### src/rtl/noc_params.sv
// Shared NoC types: flit format, flit labels, per-VC framing state, credit width helper.
package noc_params;
   localparam int DATA_W  = 16;
   localparam int VC_SIZE = 2;

   typedef enum logic [1:0] {HEAD, BODY, TAIL, HEADTAIL} flit_label_t;

   typedef struct packed {
      flit_label_t          flit_label;
      logic [VC_SIZE-1:0]   vc_id;
      logic [DATA_W-1:0]    data;
   } flit_t;

   typedef enum logic {IDLE, IN_PACKET} vc_state_t;

   // Counter must hold 0..depth inclusive.
   function automatic int credit_width(input int depth);
      return $clog2(depth + 1);
   endfunction
endpackage

### src/rtl/credit_counter.sv
// Saturating credit counter for one VC; flags a return that arrives while already full.
module credit_counter
   import noc_params::*;
#(
   parameter int BUFFER_SIZE = 8,
   localparam int CREDIT_W = credit_width(BUFFER_SIZE)
) (
   input  logic                clk,
   input  logic                rst,
   input  logic                dec_i,
   input  logic                inc_i,
   output logic [CREDIT_W-1:0] count_o,
   output logic                overflow_o
);
   localparam logic [CREDIT_W-1:0] FULL = CREDIT_W'(BUFFER_SIZE);

   logic [CREDIT_W-1:0] count_q;

   function automatic logic [CREDIT_W-1:0] sat_update(input logic [CREDIT_W-1:0] c,
                                                      input logic dec,
                                                      input logic inc);
      logic [CREDIT_W-1:0] r;
      r = c;
      if (inc && !dec && c != FULL)
         r = c + 1'b1;
      else if (dec && !inc && c != '0)
         r = c - 1'b1;
      return r;
   endfunction

   always_ff @(posedge clk) begin
      if (rst)
         count_q <= FULL;
      else
         count_q <= sat_update(count_q, dec_i, inc_i);
   end

   // No credits outstanding, so any return at full is a downstream bug.
   assign overflow_o = inc_i && (count_q == FULL);
   assign count_o    = count_q;
endmodule

### src/rtl/credit_tx.sv
// Credit-based flit transmitter: pops the local queue head when its VC has credit, registers it onto the link.
module credit_tx
   import noc_params::*;
#(
   parameter int VC_NUM      = 2,
   parameter int BUFFER_SIZE = 8,
   localparam int CREDIT_W   = credit_width(BUFFER_SIZE)
) (
   input  logic                             clk,
   input  logic                             rst,
   input  flit_t                            data_i,
   input  logic                             is_empty_i,
   output logic                             read_o,
   output flit_t                            flit_o,
   output logic                             valid_flit_o,
   input  logic                             credit_valid_i,
   input  logic [VC_SIZE-1:0]               credit_vc_i,
   output logic [VC_NUM-1:0][CREDIT_W-1:0]  credit_o,
   output logic                             error_o
);
   logic [VC_NUM-1:0]                dec;
   logic [VC_NUM-1:0]                inc;
   logic [VC_NUM-1:0]                overflow;
   logic [VC_NUM-1:0][CREDIT_W-1:0]  count;
   vc_state_t                        vc_state [VC_NUM];
   logic                             head_has_credit;
   logic                             send;
   logic                             frame_err;
   logic                             credit_vc_bad;
   flit_t                            flit_p1;
   logic                             vld_p1;
   logic                             error_q;

   // Only the head flit's VC is consulted: no bypass around a stalled head.
   always_comb begin
      head_has_credit = 1'b0;
      frame_err       = 1'b0;
      dec             = '0;
      inc             = '0;
      for (int v = 0; v < VC_NUM; v++) begin
         if (data_i.vc_id == VC_SIZE'(v) && count[v] != '0)
            head_has_credit = 1'b1;
      end
      send = !rst && !is_empty_i && head_has_credit;
      for (int v = 0; v < VC_NUM; v++) begin
         dec[v] = send && (data_i.vc_id == VC_SIZE'(v));
         inc[v] = credit_valid_i && (credit_vc_i == VC_SIZE'(v));
         if (dec[v]) begin
            if (vc_state[v] == IDLE)
               frame_err = (data_i.flit_label == BODY) || (data_i.flit_label == TAIL);
            else
               frame_err = (data_i.flit_label == HEAD) || (data_i.flit_label == HEADTAIL);
         end
      end
      credit_vc_bad = credit_valid_i && (int'(credit_vc_i) >= VC_NUM);
   end

   for (genvar v = 0; v < VC_NUM; v++) begin : g_vc
      credit_counter #(.BUFFER_SIZE(BUFFER_SIZE)) u_cnt (
         .clk        (clk),
         .rst        (rst),
         .dec_i      (dec[v]),
         .inc_i      (inc[v]),
         .count_o    (count[v]),
         .overflow_o (overflow[v])
      );
   end

   // Stage p1: link register, sticky error and per-VC framing state.
   always_ff @(posedge clk) begin
      if (rst) begin
         vld_p1  <= 1'b0;
         flit_p1 <= '0;
         error_q <= 1'b0;
         for (int v = 0; v < VC_NUM; v++)
            vc_state[v] <= IDLE;
      end else begin
         vld_p1 <= send;
         if (send)
            flit_p1 <= data_i;
         if (frame_err || credit_vc_bad || (|overflow))
            error_q <= 1'b1;
         for (int v = 0; v < VC_NUM; v++) begin
            if (dec[v]) begin
               if (vc_state[v] == IDLE && data_i.flit_label == HEAD)
                  vc_state[v] <= IN_PACKET;
               else if (vc_state[v] == IN_PACKET && data_i.flit_label == TAIL)
                  vc_state[v] <= IDLE;
            end
         end
      end
   end

   assign read_o       = send;
   assign flit_o       = flit_p1;
   assign valid_flit_o = vld_p1;
   assign credit_o     = count;
   assign error_o      = error_q;
endmodule

### config.mk
export PLATFORM = sky130hd
export DESIGN_NAME = credit_tx
export DESIGN_NICKNAME = d
export VERILOG_FILES = /design/src/rtl/noc_params.sv /design/src/rtl/credit_counter.sv /design/src/rtl/credit_tx.sv
export SDC_FILE = /design/constraint.sdc
export NUM_CORES = 1
export LEC_CHECK = 0
export CAP_MARGIN = 20
export CORE_MARGIN = 2
export CORE_UTILIZATION = 49
export DETAILED_ROUTE_END_ITERATION = 6
export PLACE_DENSITY = 0.93
export SETUP_SLACK_MARGIN = 0.1
export SYNTH_ARGS = -nofsm -noshare
export SYNTH_HDL_FRONTEND = slang
export SYNTH_HIERARCHICAL = 1
export SYNTH_SLANG_ARGS = --single-unit
### constraint.sdc
create_clock -name clk -period 4.05 [get_ports clk]
set_input_delay 0.6075 -clock clk [delete_from_list [all_inputs] [get_ports clk]]
set_output_delay 0.6075 -clock clk [all_outputs]
set_load 0.05 [all_outputs]
---- After elaboration in Yosys (flattened, before gate mapping) ----
Memories as Yosys holds them, arrays and structs flattened.
Index checks and enable logic that the tools add are counted.
word-level totals
  flip-flop bits (word level) ............. 30
  memory bits (writable) .................. 2
  input bits .............................. 26
  output and inout bits ................... 31
  logic and storage cells ................. 103
  memories ................................ 1
memory list
  name      depth  width  read ports  clocked after Yosys merged registers in  write ports  RTL line         RTL
  vc_state  2      1      2           0                                        2            credit_tx.sv:25  vc_state_t vc_state [VC_NUM];
cells by class
  add/subtract/negate cells ............... 4
  $lt $le $gt $ge ......................... 1
  equality and inequality tests ........... 9
  mux-type cells .......................... 34
  bitwise gates (word level) .............. 6
  reduce and logical (&&, ||, !) cells .... 41
operators with widths
  operator             number
  $mux 1               30
  $logic_and 1x1->1    23
  $mux 4               4
  $add 4x1->4 const B  2
  $eq 4x4->1 const B   2
  $ne 4x4->1 const B   2
  $reduce_bool 4->1    2
  $sub 4x1->4 const B  2
  $eq 2x1->1 const B   3
  $logic_not 1->1      6
  $logic_not 2->1      3
  $eq 2x2->1 const B   2
  $logic_or 1x1->1     4
  $or 1x1->1           4
  $reduce_bool 2->1    2
  $ge 2x2->1 const B   1
  $not 1->1            2
  $reduce_or 2->1      1

---- Logic depth before layout (Yosys ltp) ----
Gate-level depths: netlist (run 1).
  depth in word-level cells ............... 11
  depth in mapped cells ................... 11
  depth with buffers taken out ............ 10

---- Hierarchy ----
The synthesis (run 1) kept the hierarchy.
by module, submodules not included
  module          times used  cells an instance  area an instance (um2)  seq. area each (um2)
  credit_tx       1           124                1144.8                  490.5
  credit_counter  2           30                 290.3                   80.1

---- Worst setup path after synthesis (run 1) ----
Ideal clock, no wire load.
  path kind ............................... reg2reg
  from .................................... reg g_vc[1].u_cnt.count_q[1]
  to ...................................... reg g_vc[1].u_cnt.count_q[3]
  setup time .............................. 120 ps
  arrival time ............................ 2778 ps
  required time ........................... 3930 ps
  path slack .............................. 1152 ps
  cell stages (with the launch flop) ...... 10
  path buffers ............................ 0
  clock period less this slack ............ 2898 ps
  cells stage by stage .................... dfxtp_1 > or4_4 > and3_1 > and2b_1 > nand2_1 > ha_1 > a21o_2 > a21oi_1 > mux4_2 > or2_1
on the way
  word-level cells in the longest chain between the ends .. 9
  elaborated cells on any way between the ends .. 16
  those cells by class .................... add/sub: 2; eq/ne: 1; mux: 3; reduce/logical: 10
ends and longest elaborated chain
  element                                             RTL line              RTL
  start: declaration                                  credit_counter.sv:17  logic [CREDIT_W-1:0] count_q;
  start signal: assignment                            credit_counter.sv:35  count_q <= sat_update(count_q, dec_i, inc_i);
  $reduce_bool 4->1 (*)                               credit_tx.sv:41       if (data_i.vc_id == VC_SIZE'(v) && count[v] != '0)
  $logic_and 1x1->1 (*)                               credit_tx.sv:41
  $mux 1 (*)                                          credit_tx.sv:41
  $logic_and 1x1->1 (*)                               credit_tx.sv:44       send = !rst && !is_empty_i && head_has_credit;
  $logic_and 1x1->1 (*)                               credit_tx.sv:46       dec[v] = send && (data_i.vc_id == VC_SIZE'(v));
  via dec[1]                                          credit_tx.sv:21       logic [VC_NUM-1:0] dec;
  $logic_not 1->1                                     credit_counter.sv:24  if (inc && !dec && c != FULL)
  $logic_and 1x1->1 (2 in a row)                      credit_counter.sv:24
  $mux 4 / $reduce_bool 2->1 (equally long branches)  n/a
The timed path passes the listed nets; every way through them passes the cells marked *. The select of a mux whose other input is x is not followed.
A chain may end at the register's enable or synchronous reset.

---- Final worst setup path (run 1) ----
  from .................................... in data_i[17] (netlist name)
  to ...................................... out read_o
on the way
  word-level cells in the longest chain between the ends .. 5
  elaborated cells on any way between the ends .. 7
  those cells by class .................... eq/ne: 1; mux: 2; reduce/logical: 4
ends and longest elaborated chain
  element                RTL line         RTL
  start: declaration     credit_tx.sv:11  input flit_t data_i,
  $logic_not 2->1        credit_tx.sv:41
  $logic_and 1x1->1      credit_tx.sv:41
  $mux 1                 credit_tx.sv:41
  $mux 1 (*)             credit_tx.sv:41
  $logic_and 1x1->1 (*)  credit_tx.sv:44
  end: declaration       credit_tx.sv:13  output logic read_o,
Every way passes the cells marked *; elsewhere a longest branch is shown, timed or not.

==> impl_metrics.csv, run 1 <==
group,metric,value,unit
sta,period_minus_slack,3.04,ns
sta,worstMarginPinSlew,0.550,ns
die,die_area,4010,µm²
power_and_ir_drop,p_sw,0.273,mW
power_and_ir_drop,sw_frac_of_total,0.343,
setup_path,cpMostUsedCell,"buf_4",
finish,antenna_cells,0,
drt,via_per_inst,5.16,
cts,post_cts_resized,0,
sta,fin_crit_sh,0.750,
sta,setup_viol,0,
cts,numCtsBuffers,5,
setup_path,cp_slowest_cell,"clkdlybuf4s50_1",
setup_path,max_stage_delay,0.53,ns
setup_path,crit_path_cell_trace,"clkdlybuf4s50_1 -> and2b_1 -> a22oi_2 -> buf_4 -> or2b_4 -> inv_2 -> buf_4",
power_and_ir_drop,p_int,0.521,mW
die,row_count,21,
die,io_pins,57,
power_and_ir_drop,seqPwrFrac,0.448,
cts,cts.sinks,32,
setup_path,cp_max_fo,23,
placed_design,dp.cells,282,
die,core,3360,µm²
drt,routed_wirelength,3.64,mm
cts,htreeDepth,2,
cts,path_clk_slew,0.10,ns
synth,synth_nets,218,
finish,area_growth,37.9,%
synth,synthesis.instances,184,
run,drv_cap,0,
synth,yosysWarningCount,6,
synth,synth-seq-cells,32,
drt,drc_errors,0,
synth,synth_edf_count,1,
placed_design,gp_congestion,0.773,
power_and_ir_drop,power_density,334,nW/µm²
cts,cts_root_buffer,"clkbuf_4",
synth,ys_async_sr_fraction,0,
power_and_ir_drop,pwr-share-clk,0.248,
drt,drtPass1Iterations,4,
sta,skew,0.00772,ns
grt,grt_pass1_vias,1477,
synth,synth_area,1730,µm²
finish,finalNetCount,277,
synth,syn_avg_cell_area,9.38,µm²
sta,hold_violations,0,
sta,slew_violations,0,
drt,routedWlPerCell,12.5,µm
power_and_ir_drop,irDropWorstVdd,229,µV
setup_path,end_kind,"output pin",
setup_path,start_kind,"primary input",
cts,cts_tree,"built",
die,die_height,63.3,µm
placed_design,io_buffers,56,
setup_path,critPathKind,"in -> out",
finish,drive_gt1_frac,0.152,
grt,grt_max_degree,24,
sta,hold_ws,0.469,ns
sta,fmax,329,MHz
sta,rsz0062_at_grt,"no",
power_and_ir_drop,p_leak,0.970,nW
grt,grt_overflow_total,0,
die,die_w,63.3,µm
cts,post_cts_buffers,0,
setup_path,worstPathArrival,2.43,ns
grt,antenna_found_initial,0,
sta,tns,0,ns
power_and_ir_drop,p_comb_frac,0.304,
drt,ant_nets,0,
setup_path,crit_required,3.44,ns
status,outcome,"complete, no violations",
synth,synth_top_flop_cell,"dfxtp_1",
drt,drt_iter0_markers,61,
cts,clk_latency,0.35,ns
synth,netlist-cell-type-count,42,
worst_hold_path,min_path_type,"reg -> reg",
sta,slew_headroom,0.633,
finish,finalNonFillerCells,290,
placed_design,dpl.hpwl,2.71,mm
finish,final_util,0.708,
grt,grt_util_all_layers,0.209,
grt,grt_pass1_wl,6.58,mm
synth,yosysSeqAreaShare,0.377,
cts,ctsLongestPathBuffers,2,
die,start_util,0.513,
drt,vias,1497,
cts,postCtsHoldBufs,0,
[Yosys cell counts, drive strengths merged, types with 2 or more instances]
library cell,count,area share
nor3,2,0.019
xor2,2,0.010
mux4,2,0.026
xnor2,8,0.041
nand2,9,0.020
nor2,12,0.026
or2,2,0.0073
a21o,2,0.010
clkbuf,4,0.0087
dfxtp,31,0.36
inv,23,0.050
mux2i,2,0.012
o211ai,18,0.078
ha,6,0.044
and3,4,0.016
a211oi,3,0.013
buf,4,0.022
o21ai,19,0.077
and2b,3,0.013
fa,2,0.023
a21oi,6,0.017
nand2b,5,0.018
or4,2,0.011
[final timing paths]
kind              cells after the start                      from  slack [ns]                        to
hold reg to reg                       2                flit_o[16]        0.47                flit_o[16]
setup reg to reg                     10  g_vc[0].u_cnt/count_o[0]        1.17  g_vc[0].u_cnt/count_o[3]
hold / removal                        2                flit_o[16]        0.47                flit_o[16]
setup / recovery                      7                data_i[17]        1.01                    read_o
[cell type report]
cell class / instances / area, µm²
fillers: 291 / 983
multi-input cells: 121 / 936
flip-flops and latches: 32 / 651
repair buffers: 60 / 588
inverters: 23 / 86.3
well taps: 46 / 57.6
clock buffers: 6 / 51.3
clock inverters: 2 / 10.0
[state kept, by name, indices dropped and copies added, names as in the netlist]
register            flops
vc_state                2
error_o                 1
flit_o                 20
valid_flit_o            1
g_vc.u_cnt/count_o      8
[per-stage QoR]
stage | instance area (µm²) | power [mW] | worst slack [ns]
finish | 2380 | 0.794 | 1.01
global route | 2380 | 0.839 | 0.876
CTS | 2380 | 0.800 | 0.989
detailed placement | 2320 | 0.604 | 0.742
global placement | 2320 | 0.599 | 0.850
floorplan | 1730 | 0.522 | 1.15
[critical path, delay by kind of cell]
kind	cells	cell delay (ns)
buffers and inverters	4	1.03
and+or+nand+nor	2	0.62
AOI/OAI and AO/OA	1	0.16
[power groups by stage]
stage | registers (mW) | logic [mW] | clock network (mW)
5_1_grt | 0.360 | 0.261 | 0.218
4_1_cts | 0.356 | 0.243 | 0.201
2_1_floorplan | 0.424 | 0.0983 | 0
3_5_place_dp | 0.363 | 0.241 | 0
3_3_place_gp | 0.362 | 0.236 | 0
6_report | 0.356 | 0.241 | 0.197
[routing by layer]
layer | global-route usage | vias to the layer above | part of all wire
li1 | - | 758 | -
met1 | 0.240 | 691 | 0.43
met2 | 0.349 | 42 | 0.49
met3 | 0.0857 | 6 | 0.070
met4 | 0.0734 | 0 | 0.016
met5 | 0 | - | 0
[kinds of logic (layout without fill, tap and decap cells)]
kind of cell,count (synthesis),in the layout,synth area share
AOI/OAI and AO/OA,53,53,0.226
and+or+nand+nor,46,46,0.161
DFF,32,32,0.377
buffers and inverters,31,91,0.0805
xor gates and xnor gates,10,10,0.0508
adders and majority gates,8,8,0.0667
muxes,4,4,0.0377
[cell usage in the layout (no fill, tap or decap), drive strengths merged, types with 4 or more instances in the layout]
cell type and count:
a21oi 6, and3 4, buf 5, clkbuf 6
clkdlybuf4s50 55, dfxtp 31, ha 6, inv 23
nand2 9, nand2b 5, nor2 12, o211ai 18
o21ai 19, xnor2 8
Note: power is estimated with default switching activity, not from simulation.
==> inputs of run 2 (changes only) <==
CORE_UTILIZATION = 41   (was 49)
PLACE_DENSITY = 0.84   (was 0.93)
clock period = 2.7 ns   (was 4.05 ns; I/O delays follow)
==> run 2 against run 1 <==
  * Power increased by 71%
  * Sequential share of layout area decreased by 2.1 points
  * Via count increased by 4.7%
  * Die area increased by 18%
  * First-iteration DRC count decreased by 46%
  * Largest power group unchanged
  * Highest routed layer unchanged
  * Non-clock buffer count increased by 23
  * Clock skew decreased by 0.0040 ns
  * Clock power increased by 110%
  * Critical endpoint is now g_vc[1].u_cnt/count_o[3]
==> impl_metrics.csv, run 2 (same netlist as run 1, synthesis figures left out) <==
group,metric,value,unit
power_and_ir_drop,power_density,507,nW/µm²
finish,final_util,0.664,
power_and_ir_drop,p_comb_frac,0.303,
placed_design,dp.cells,300,
worst_hold_path,hold_start,"flit_o[16]",
setup_path,r2r_cells,9,
cts,ctsLongestPathBuffers,2,
drt,drt_iter0_markers,33,
finish,drive_gt1_frac,0.292,
setup_path,end_kind,"register",
sta,tns,0,ns
power_and_ir_drop,sw_frac_of_total,0.315,
finish,largest_reg_flops,20,
placed_design,dpl_cell_area,2480,µm²
die,row_count,23,
die,io_pins,57,
sta,period_minus_slack,2.53,ns
status,outcome,"complete, no violations",
grt,grt_max_degree,23,
cts,cts.sinks,32,
placed_design,dpl.hpwl,2.94,mm
cts,clk_latency,0.28,ns
finish,finalNonFillerCells,317,
setup_path,timing.rr.end,"g_vc[1].u_cnt/count_o[3]",
drt,vias,1567,
die,core,4030,µm²
die,start_util,0.428,
power_and_ir_drop,p_leak,1.12,nW
worst_hold_path,hold_depth,2,
run,drv_cap,0,
worst_hold_path,min_path_type,"reg -> reg",
setup_path,cp_max_fo,5,
cts,postCtsHoldBufs,0,
power_and_ir_drop,p_int,0.928,mW
finish,design_area,2670,µm²
sta,skew,0.00369,ns
sta,rsz0062_at_grt,"yes",
placed_design,gp_congestion,0.833,
finish,n_fill_cell,346,
cts,cts_tree,"built",
sta,hold_violations,0,
sta,slew_headroom,0.657,
finish,seqCellArea,676,µm²
drt,drc_errors,0,
sta,fmax,395,MHz
setup_path,worstPathArrival,2.70,ns
grt,antenna_found_initial,0,
drt,via_per_inst,4.94,
setup_path,crit_required,2.87,ns
die,die_w,68.9,µm
finish,final_common_cell,"clkdlybuf4s50_1",
finish,area_growth,55.0,%
finish,multi_input_area,986,µm²
drt,routed_wirelength,4.05,mm
power_and_ir_drop,seqPwrFrac,0.393,
power_and_ir_drop,pwr-share-clk,0.304,
sta,fin_crit_sh,0.938,
grt,grt_util_all_layers,0.190,
cts,path_clk_slew,0.07,ns
setup_path,start_kind,"register",
finish,finalNetCount,300,
grt,grt_overflow_total,0,
sta,setup_viol,0,
setup_path,critPathKind,"reg -> reg",
cts,htreeDepth,2,
grt,grt_use_met2,0.309,
grt,grt_pass1_vias,1506,
sta,slew_violations,0,
cts,numCtsBuffers,5,
grt,grt_pass1_wl,6.60,mm
finish,most-common-layout-cells,"55 x clkdlybuf4s50_1, 28 x buf_4, 23 x dfxtp_1, 21 x inv_1, 18 x o211ai_1",
die,die_height,68.9,µm
power_and_ir_drop,irDropWorstVdd,326,µV
grt,grt_util_met3,0.0519,
cts,cts_root_buffer,"clkbuf_8",
drt,routedWlPerCell,12.8,µm
setup_path,crit-reg2reg-launch,"g_vc[1].u_cnt/count_o[2]",
grt,met1_usage,0.233,
setup_path,r2r_slack,0.17,ns
power_and_ir_drop,p_sw,0.427,mW
worst_hold_path,min_to,"flit_o[16]",
drt,drtPass1Iterations,3,
placed_design,io_buffers,56,
sta,worstMarginPinSlew,0.513,ns
drt,ant_nets,0,
finish,antenna_cells,0,
grt,grt-busiest-layer,"met2",
die,die_area,4740,µm²
run 2: routing by layer:
layer  vias up  share of wire
met1       725           0.45
met3         4          0.056
li1        802              -
met5         -              0
met2        36           0.48
met4         0          0.012
run 2: how the worst max path moves through the flow:
stage,from,end,cells past startpoint
2_1_floorplan,g_vc[0].u_cnt/count_o[0],g_vc[0].u_cnt/count_o[3],10
3_3_place_gp,data_i[17],g_vc[0].u_cnt/count_o[3],11
3_5_place_dp,data_i[16],g_vc[0].u_cnt/count_o[3],11
4_1_cts,g_vc[1].u_cnt/count_o[0],g_vc[1].u_cnt/count_o[3],9
5_1_grt,g_vc[0].u_cnt/count_o[2],g_vc[0].u_cnt/count_o[3],10
6_report,g_vc[1].u_cnt/count_o[2],g_vc[1].u_cnt/count_o[3],9
run 2: power groups by stage:
stage	Combinational [mW]	Clock [mW]	Sequential, mW
after floorplan	0.156	0	0.638
after global placement	0.382	0	0.547
after detailed placement	0.387	0	0.548
after CTS	0.388	0.431	0.537
after global routing	0.443	0.452	0.537
final	0.410	0.412	0.533
run 2: cell type report:
type / instances / share of cell area
Tap cell: 50 / 0.0234
Sequential cell: 32 / 0.253
Inverter: 23 / 0.0323
Clock inverter: 1 / 0.00187
Multi-Input combinational cell: 121 / 0.369
Timing Repair Buffer: 83 / 0.285
Clock buffer: 7 / 0.0365
run 2: worst max-delay path, stage by stage, from the launching register on:
cell and delay [ns]:
dfxtp_4 0.36, or4_4 0.56, and3_4 0.19, and2b_2 0.24
nand2_4 0.06, ha_4 0.20, a21o_2 0.18, a21oi_2 0.11
mux4_2 0.29, or2_1 0.21
run 2: through the flow:
| stage | setup slack [ns] | hold WS, ns | total power [mW] |
|---|---|---|---|
| floorplan | 0.105 | 0.464 | 0.794 |
| finish | 0.167 | 0.477 | 1.36 |
| global placement | -0.0498 | 0.448 | 0.928 |
| global route | 0.0920 | 0.503 | 1.43 |
| CTS | 0.110 | 0.478 | 1.36 |
| detailed placement | -0.114 | 0.457 | 0.935 |
run 2: what timing repair did:
item                                    in CTS  in global routing
gates resized for setup                      0                  6
hold endpoints to repair                     0                  0
endpoints found under the setup margin       0                  2
setup buffers                                0                  9
